$ cat src/rtl/lfsr_pkg.sv
// Shared constants for the parametrised LFSR and its pattern detector.
//
// Contents:
//   TAPS_Wn      maximal-length Fibonacci feedback masks for common widths
//                (bit i set = state[i] takes part in the XOR feedback)
//   DEFAULT_SEED reset seed of the default 24-bit configuration
//   sat_inc      saturating +1 helper used by the hit counter
//
// Optional build feature (selected by the includer, not by this package):
//   LFSR_LOCKUP_RECOVER_EN  replace an all-zero state/seed by 1
package lfsr_pkg;

  localparam logic [3:0]  TAPS_W4  = 4'hC;
  localparam logic [7:0]  TAPS_W8  = 8'hB8;
  localparam logic [15:0] TAPS_W16 = 16'hD008;
  localparam logic [23:0] TAPS_W24 = 24'hE10000;
  localparam logic [31:0] TAPS_W32 = 32'h8020_0003;

  localparam logic [23:0] DEFAULT_SEED = 24'h000001;

  // Saturating increment on a 32-bit container; the caller passes the
  // all-ones value of its real counter width as the ceiling.
  function automatic logic [31:0] sat_inc(input logic [31:0] value,
                                          input logic [31:0] ceiling);
    logic [31:0] result;
    if (value == ceiling) begin
      result = value;
    end else begin
      result = value + 32'd1;
    end
    return result;
  endfunction

endpackage

$ cat src/rtl/lfsr_core.sv
// Fibonacci LFSR state register with seed load and step enable.
//
// Ports:
//   clk          in   rising-edge clock
//   reset        in   synchronous, active-high; loads DEFAULT_SEED
//   enable       in   advance one step (ignored while load is high)
//   load         in   load seed_in (wins over enable)
//   seed_in      in   WIDTH  seed for load
//   state_o      out  WIDTH  current state (registered)
//   load_val_o   out  WIDTH  value a load would write this cycle
//   step_val_o   out  WIDTH  value a step would write this cycle
//
// Build option LFSR_LOCKUP_RECOVER_EN: an all-zero load value or step
// result is replaced by 1 so the register never sits in the XOR lockup.
module lfsr_core
  import lfsr_pkg::*;
#(
  parameter int               WIDTH        = 24,
  parameter logic [WIDTH-1:0] TAPS         = TAPS_W24,
  parameter logic [WIDTH-1:0] DEFAULT_SEED = lfsr_pkg::DEFAULT_SEED
) (
  input  logic             clk,
  input  logic             reset,
  input  logic             enable,
  input  logic             load,
  input  logic [WIDTH-1:0] seed_in,
  output logic [WIDTH-1:0] state_o,
  output logic [WIDTH-1:0] load_val_o,
  output logic [WIDTH-1:0] step_val_o
);

  localparam logic [WIDTH-1:0] ONE_VAL  = {{(WIDTH-1){1'b0}}, 1'b1};
  localparam logic [WIDTH-1:0] ZERO_VAL = {WIDTH{1'b0}};

  logic [WIDTH-1:0] state_q;
  logic [WIDTH-1:0] state_d;
  logic [WIDTH-1:0] step_raw_s;
  logic [WIDTH-1:0] step_val_s;
  logic [WIDTH-1:0] load_val_s;
  logic             fb_s;

  // Feedback, candidate load/step values and next-state selection.
  always_comb begin
    fb_s       = ^(state_q & TAPS);
    step_raw_s = {state_q[WIDTH-2:0], fb_s};
`ifdef LFSR_LOCKUP_RECOVER_EN
    if (step_raw_s == ZERO_VAL) begin
      step_val_s = ONE_VAL;
    end else begin
      step_val_s = step_raw_s;
    end
    if (seed_in == ZERO_VAL) begin
      load_val_s = ONE_VAL;
    end else begin
      load_val_s = seed_in;
    end
`else
    step_val_s = step_raw_s;
    load_val_s = seed_in;
`endif
    if (load) begin
      state_d = load_val_s;
    end else if (enable) begin
      state_d = step_val_s;
    end else begin
      state_d = state_q;
    end
  end

  // State register with synchronous reset.
  always_ff @(posedge clk) begin
    if (reset) begin
      state_q <= DEFAULT_SEED;
    end else begin
      state_q <= state_d;
    end
  end

  assign state_o    = state_q;
  assign load_val_o = load_val_s;
  assign step_val_o = step_val_s;

endmodule

$ cat src/rtl/lfsr_pattern_detector.sv
// Parametrised Fibonacci LFSR feeding a serial pattern detector.
//
// Ports:
//   clk          in   rising-edge clock
//   reset        in   synchronous, active-high
//   enable       in   advance the LFSR one step
//   load         in   load seed_in (priority over enable)
//   seed_in      in   WIDTH    seed for load
//   pattern      in   PAT_LEN  pattern to detect, MSB = oldest bit
//   lfsr_reg     out  WIDTH    current LFSR state
//   serial_out   out  1        lfsr_reg[WIDTH-1], shifted out on next step
//   seq_detected out  1        one-cycle pulse on a pattern match
//   hit_count    out  HIT_W    matches since reset/load, saturating
//   period_done  out  1        one-cycle pulse when state returns to seed
//
// Build option LFSR_LOCKUP_RECOVER_EN: all-zero seeds/states become 1.
// Without it an all-zero state is kept and period_done pulses every step.
module lfsr_pattern_detector
  import lfsr_pkg::*;
#(
  parameter int               WIDTH        = 24,
  parameter logic [WIDTH-1:0] TAPS         = TAPS_W24,
  parameter logic [WIDTH-1:0] DEFAULT_SEED = lfsr_pkg::DEFAULT_SEED,
  parameter int               PAT_LEN      = 8,
  parameter int               HIT_W        = 16
) (
  input  logic               clk,
  input  logic               reset,
  input  logic               enable,
  input  logic               load,
  input  logic [WIDTH-1:0]   seed_in,
  input  logic [PAT_LEN-1:0] pattern,
  output logic [WIDTH-1:0]   lfsr_reg,
  output logic               serial_out,
  output logic               seq_detected,
  output logic [HIT_W-1:0]   hit_count,
  output logic               period_done
);

  localparam int                 FILL_W   = $clog2(PAT_LEN + 1);
  localparam logic [FILL_W-1:0]  FILL_MAX = FILL_W'(PAT_LEN);
  localparam logic [HIT_W-1:0]   HIT_MAX  = {HIT_W{1'b1}};

  logic [WIDTH-1:0]   lfsr_q;
  logic [WIDTH-1:0]   load_val_s;
  logic [WIDTH-1:0]   step_val_s;
  logic               step_s;

  logic [WIDTH-1:0]   seed_q,    seed_d;
  logic [PAT_LEN-1:0] history_q, history_d;
  logic [FILL_W-1:0]  fill_q,    fill_d;
  logic [HIT_W-1:0]   hit_q,     hit_d;
  logic               seq_q,     seq_d;
  logic               pd_q,      pd_d;

  lfsr_core #(
    .WIDTH        (WIDTH),
    .TAPS         (TAPS),
    .DEFAULT_SEED (DEFAULT_SEED)
  ) u_core (
    .clk        (clk),
    .reset      (reset),
    .enable     (enable),
    .load       (load),
    .seed_in    (seed_in),
    .state_o    (lfsr_q),
    .load_val_o (load_val_s),
    .step_val_o (step_val_s)
  );

  assign step_s = enable & ~load;

  // Detector next-state: history/fill tracking, match, hit count, period.
  always_comb begin
    seed_d    = seed_q;
    history_d = history_q;
    fill_d    = fill_q;
    hit_d     = hit_q;
    seq_d     = 1'b0;
    pd_d      = 1'b0;
    if (load) begin
      // Latch the value actually loaded, so recovery from a zero seed
      // keeps the period compare consistent with the register.
      seed_d    = load_val_s;
      history_d = {PAT_LEN{1'b0}};
      fill_d    = {FILL_W{1'b0}};
      hit_d     = {HIT_W{1'b0}};
    end else if (step_s) begin
      history_d = {history_q[PAT_LEN-2:0], lfsr_q[WIDTH-1]};
      if (fill_q == FILL_MAX) begin
        fill_d = fill_q;
      end else begin
        fill_d = fill_q + {{(FILL_W-1){1'b0}}, 1'b1};
      end
      // A match needs PAT_LEN fresh bits since reset/load.
      seq_d = (history_d == pattern) && (fill_d == FILL_MAX);
      if (seq_d && (hit_q != HIT_MAX)) begin
        hit_d = HIT_W'(sat_inc(32'(hit_q), 32'(HIT_MAX)));
      end else begin
        hit_d = hit_q;
      end
      pd_d = (step_val_s == seed_q);
    end else begin
      seq_d = 1'b0;
      pd_d  = 1'b0;
    end
  end

  // Detector registers with synchronous reset.
  always_ff @(posedge clk) begin
    if (reset) begin
      seed_q    <= DEFAULT_SEED;
      history_q <= {PAT_LEN{1'b0}};
      fill_q    <= {FILL_W{1'b0}};
      hit_q     <= {HIT_W{1'b0}};
      seq_q     <= 1'b0;
      pd_q      <= 1'b0;
    end else begin
      seed_q    <= seed_d;
      history_q <= history_d;
      fill_q    <= fill_d;
      hit_q     <= hit_d;
      seq_q     <= seq_d;
      pd_q      <= pd_d;
    end
  end

  assign lfsr_reg     = lfsr_q;
  assign serial_out   = lfsr_q[WIDTH-1];
  assign seq_detected = seq_q;
  assign hit_count    = hit_q;
  assign period_done  = pd_q;

endmodule

$ cat config.mk
export PLATFORM = sky130hd
export DESIGN_NAME = lfsr_pattern_detector
export DESIGN_NICKNAME = d
export VERILOG_FILES = /design/src/rtl/lfsr_pkg.sv /design/src/rtl/lfsr_core.sv /design/src/rtl/lfsr_pattern_detector.sv
export SDC_FILE = /design/constraint.sdc
export NUM_CORES = 1
export LEC_CHECK = 0
export CAP_MARGIN = 15
export CORE_MARGIN = 2
export CORE_UTILIZATION = 55
export CTS_CLUSTER_DIAMETER = 120
export DETAILED_ROUTE_END_ITERATION = 12
export PLACE_DENSITY_LB_ADDON = 0.3
export SYNTH_ARGS = -nofsm -noshare
export SYNTH_HDL_FRONTEND = slang
export SYNTH_SLANG_ARGS = --single-unit
$ cat constraint.sdc
create_clock -name clk -period 4.93 [get_ports clk]
set_input_delay 0.7395 -clock clk [delete_from_list [all_inputs] [get_ports clk]]
set_output_delay 0.7395 -clock clk [all_outputs]
set_load 0.005 [all_outputs]
**Yosys cells after proc, flatten, opt, wreduce, memory -nomap -nowiden**

Index checks and enable logic that the tools add are counted.
Widths: inputs -> output; s select.

- Flip-flop bits (word level): 77
- Input port bits: 36
- Word-level logic and storage cells: 31

- Add/sub/neg operators: 2
- Eq/ne operators: 6
- Muxes and demuxes: 5
- Bitwise operators: 4
- Reductions and logical operators: 7

Operators by type and width:

| operator | count |
|---|---|
| $mux 24 | 2 |
| $eq 24x24->1 | 1 |
| $reduce_xor 24->1 | 1 |
| $add 16x1->16 const B | 1 |
| $eq 16x16->1 const B | 1 |
| $ne 16x16->1 const B | 1 |
| $mux 4 | 3 |
| $eq 4x4->1 const B | 2 |
| $eq 8x8->1 | 1 |
| $add 4x1->4 const B | 1 |
| $not 1->1 | 3 |
| $reduce_and 3->1 | 1 |
| $reduce_or 3->1 | 1 |
| $logic_and 1x1->1 | 2 |
| $reduce_bool 2->1 | 1 |
| $reduce_or 2->1 | 1 |
| $and 1x1->1 | 1 |

**Longest topological paths before layout**

- Word-level depth: 8
- Depth in mapped cells: 9
- Mapped depth without buffers: 7

**Hierarchy**

From an unflattened synthesis, not the netlist that was laid out.

- Cells, all modules: 435
- Area, all modules: 4126.5 um^2

By module, submodules not included:

| module | times used | cells an instance | area an instance (um^2) | sequential area each (um^2) |
|---|---|---|---|---|
| lfsr_pattern_detector | 1 | 277 | 2526.2 | 1061.0 |
| lfsr_core | 1 | 158 | 1600.3 | 480.5 |

**Worst setup path after synthesis**

Ideal clock, no wire load.

- Kind: input to register
- Start: input port pattern[2]
- End: register hit_q[6], in the netlist hit_count[6]
- Setup time: 0.070 ns
- Arrival: 2.308 ns
- Data required time: 4.860 ns
- Path slack: 2.551 ns
- Stages: 6
- Buffers on the path: 1
- Cell sequence: xor2_1 > nor3_2 > or4b_4 > buf_6 > or4_1 > a21oi_1

- Cells in the longest elaborated chain, start to end: 4

RTL lines:

| what | line | source |
|---|---|---|
| from (decl) | lfsr_pattern_detector.sv:32 | `input logic [PAT_LEN-1:0] pattern,` |
| $eq 8x8->1 | lfsr_pattern_detector.sv:96 | `seq_d = (history_d == pattern) && (fill_d == FILL_MAX);` |
| $logic_and 1x1->1 | lfsr_pattern_detector.sv:96 |  |
| $logic_and 1x1->1 | lfsr_pattern_detector.sv:97 | `if (seq_d && (hit_q != HIT_MAX)) begin` |
| $reduce_and 3->1 (no line) | -- |  |
| to (signal assigned) | lfsr_pattern_detector.sv:115 | `hit_q <= {HIT_W{1'b0}};` |
| to (signal assigned) | lfsr_pattern_detector.sv:122 | `hit_q <= hit_d;` |
| to (decl) | lfsr_pattern_detector.sv:52 | `logic [HIT_W-1:0] hit_q, hit_d;` |

Every way passes these cells.
A chain may end at the register's enable or synchronous reset.

**Worst setup path after layout**

- Start: input port enable
- End: register hit_q[10], in the netlist hit_count[10]

- Cells in the longest elaborated chain, start to end: 2

RTL lines:

| what | line | source |
|---|---|---|
| from (decl) | lfsr_pattern_detector.sv:29 | `input logic enable,` |
| $and 1x1->1 | lfsr_pattern_detector.sv:71 | `assign step_s = enable & ~load;` |
| $reduce_and 3->1 (no line) | -- |  |

Every way passes these cells.

==> flow_summary_export.csv <==
group,metric,value,unit
outcome,run_status,"finished clean",
setup_path,cp.required,5210,ps
logic_synthesis,synth_top_family_by_area,"simple AND/OR/NAND/NOR gates",
route,viasPerCell,5.73,
setup_path,cp-end-kind,"flop",
power_and_ir_drop,clockPowerShare,0.354,
floorplan,start_util,0.577,
logic_synthesis,yosys-top-cells-area,"dfxtp_1 42%, mux2i_1 15%, nor2_1 8.5%, xor2_1 7.8%, a21oi_1 4.6%",
global_routing,overflow,0,
placed_design,hpwl,5880,µm
placed_design,pre_cts_slack,1730,ps
clock_network,hold_buffers,0,
clock_network,worst_skew_pair.late_latency,350,ps
global_routing,track_usage,0.236,
run,cap_violations,0,
logic_synthesis,synth.ff_latch_count,77,
setup_path,cp_max_fo,38,
global_routing,grt_max_degree,79,
placed_design,port_buffers,78,
clock_network,cts_resized,0,
sta,max_freq,0.347,GHz
sta,tightestPinTransition,954,ps
setup_path,path_buf_inv,2,
sta,finalSetupViolCount,0,
route,final_antenna_net_count,0,
global_routing,antenna_found_initial,0,
setup_path,startpoint_type,"primary input",
sta,skew,9.36,ps
power_and_ir_drop,internal_power,971,µW
route,avgRoutedWirePerCell,15.3,µm
sta,maxSlewViolCount,0,
floorplan,die_height,86.1,µm
sta,rsz0062_at_grt,"false",
route,drt_iter0_markers,147,
logic_synthesis,synth_adder_area_share,0.0101,
sta,setup_ws,2050,ps
logic_synthesis,yosys.area.top_type,"dfxtp_1",
clock_network,clk_pin_slew,80,ps
power_and_ir_drop,power_frac_comb,0.136,
setup_path,worstPathArrival,3160,ps
power_and_ir_drop,p_sw,344,µW
clock_network,cts_sinks,77,
logic_synthesis,synth_compound_area_frac,0.0979,
cells_and_area,fin_util,0.725,
logic_synthesis,synthDominantCellAreaShare,0.416,
logic_synthesis,avgSynthCellArea,8.91,µm²
cells_and_area,n_fill_cell,496,
power_and_ir_drop,switching_share,0.262,
floorplan,core_area,0.00642,mm²
cells_and_area,drive_gt1_frac,0.0535,
global_routing,grt_pass1_vias,3119,
logic_synthesis,ys_seq_area_frac,0.416,
setup_path,worstPathCellList,"buf_2 -> buf_4 -> nor4b_2 -> nand3_1 -> or4_1 -> a21oi_1",
clock_network,htree_levels,3,
route,routed_wirelength,8600,µm
sta,tns,0,ps
clock_network,post_cts_buffers,0,
clock_network,cts_made_buffers,9,
logic_synthesis,yosysWarnings,0,
power_and_ir_drop,seqPwrFrac,0.510,
sta,min_period,2880,ps
logic_synthesis,syn_area,0.00370,mm²
power_and_ir_drop,p_leak,1.89,nW
logic_synthesis,synth_edf_count,0,
logic_synthesis,syn_nets,455,
logic_synthesis,ys.flop_type,"dfxtp_1",
route,first_pass_iters,4,
cells_and_area,antenna_cells,0,
route,remaining_drc_errors,0,
power_and_ir_drop,power.density,283,mW/mm²
floorplan,die_x,86.1,µm
setup_path,crit_slowest_cell,"nor4b_2",
route,vias,3228,
power_and_ir_drop,ir_drop,0.000274,V
logic_synthesis,synth_cells,416,
floorplan,die-area,0.00741,mm²
clock_network,clockBufferDepth,2,
floorplan,num_rows,29,
min_path,hold_class,"reg2reg",
floorplan,boundaryPins,79,
sta,relSlewSlack,0.364,
logic_synthesis,synth_common_cells,"84 x nor2_1, 77 x dfxtp_1, 55 x mux2i_1",
logic_synthesis,yosys.cell_types.count,38,
sta,finalCritPeriodShare,0.585,
cells_and_area,syn_to_final_growth,25.6,%
logic_synthesis,yosysMostFrequentCell,"nor2_1",
placed_design,place.gp.congestion,0.818,
setup_path,worst_path_largest_cell_delay,630,ps
setup_path,path_delay_family,"simple AND/OR/NAND/NOR gates",
clock_network,cts_tree,"built",
logic_synthesis,synth.area.mux_share,0.149,
logic_synthesis,async_flop_share,0,
logic_synthesis,synth_xor_area_frac,0.0922,
cells_and_area,nets,520,
global_routing,grt_pass1_wl,14100,µm
clock_network,clock-root-buffer,"clkbuf_8",
sta,final_hold_viol_count,0,
logic_synthesis,synthSimpleGateAreaFrac,0.199,
setup_path,path_class,"in2reg",
## through the flow
step / power, mW / area, µm² / std cells / hold slack [ps]
2_1_floorplan: 0.784 / 3700 / 416 / 443
3_3_place_gp: 0.856 / 4460 / 547 / 457
3_5_place_dp: 0.862 / 4460 / 547 / 474
4_1_cts: 1.32 / 4650 / 563 / 484
5_1_grt: 1.37 / 4650 / 563 / 530
6_report: 1.32 / 4650 / 563 / 484
## cell families (layout without fill, tap and decap cells)
family,Yosys count,after routing
adders and majority gates,3,3
AOI/OAI and AO/OA,61,61
buffers and inverters,30,100
muxes,55,55
DFF,77,77
xor gates and xnor gates,39,39
and+or+nand+nor,151,151
## worst min-delay path: stages (launching register included)
cell,delay (ps)
dfxtp_1,330
inv_1,50
o21ai_0,60
## sequential cells by signal, indices dropped and copies added, names as in the netlist
signal / count
fill_q: 4
hit_count: 16
history_q: 7
seed_q: 24
period_done: 1
seq_detected: 1
u_core.state_o: 24
## layout make-up
class | count | area, µm² | area share
inverters | 4 | 15.0 | 0.00323
clock buffers | 9 | 124 | 0.0266
well taps | 77 | 96.3 | 0.0207
multi-input cells | 309 | 2030 | 0.436
flip-flops and latches | 77 | 1540 | 0.331
clock inverters | 7 | 66.3 | 0.0142
repair buffers | 80 | 781 | 0.168
## per-layer routing
layer  GRT usage  wire, µm  up-vias
met1       0.285      3770     1522
met3      0.0626       416       15
met5           0         0        -
met4      0.0794       161        0
met2       0.405      4250       93
li1            -         -     1598
## power by group through the flow
| stage | Clock [mW] | Combinational [mW] | Sequential [mW] |
|---|---|---|---|
| 2_1_floorplan | 0 | 0.103 | 0.680 |
| 3_3_place_gp | 0 | 0.172 | 0.684 |
| 3_5_place_dp | 0 | 0.177 | 0.685 |
| 4_1_cts | 0.473 | 0.178 | 0.671 |
| 5_1_grt | 0.497 | 0.196 | 0.674 |
| 6_report | 0.466 | 0.178 | 0.671 |
## placed cells by master, fill, tap and decap left out, types with 3 or more instances in the layout
cell / instances
nand4_1: 8
clkinv_2: 4
o41ai_1: 3
xor2_1: 33
mux2i_1: 55
ha_1: 3
or4_1: 7
clkdlybuf4s50_1: 75
dfxtp_1: 77
nor4_1: 9
inv_1: 4
or3_1: 7
o211ai_1: 3
o311ai_1: 3
a21oi_1: 34
o21ai_0: 5
nor2_1: 84
o31ai_1: 8
buf_2: 3
clkbuf_8: 9
xnor2_1: 6
nand2_1: 13
nand3_1: 7
## path summary, 6_finish.rpt
kind                           from                    endpoint  slack (ps)  cells after the start
max                          enable  hit_count[10]$_SDFFE_PP0P_        2050                      6
min          seed_q[0]$_SDFFE_PP1P_      seed_q[0]$_SDFFE_PP1P_         480                      2
max reg2reg  fill_q[0]$_SDFFE_PP0P_  hit_count[10]$_SDFFE_PP0P_        2330                      6
min reg2reg  seed_q[0]$_SDFFE_PP1P_      seed_q[0]$_SDFFE_PP1P_         480                      2
(Power assumes the default switching activity.)
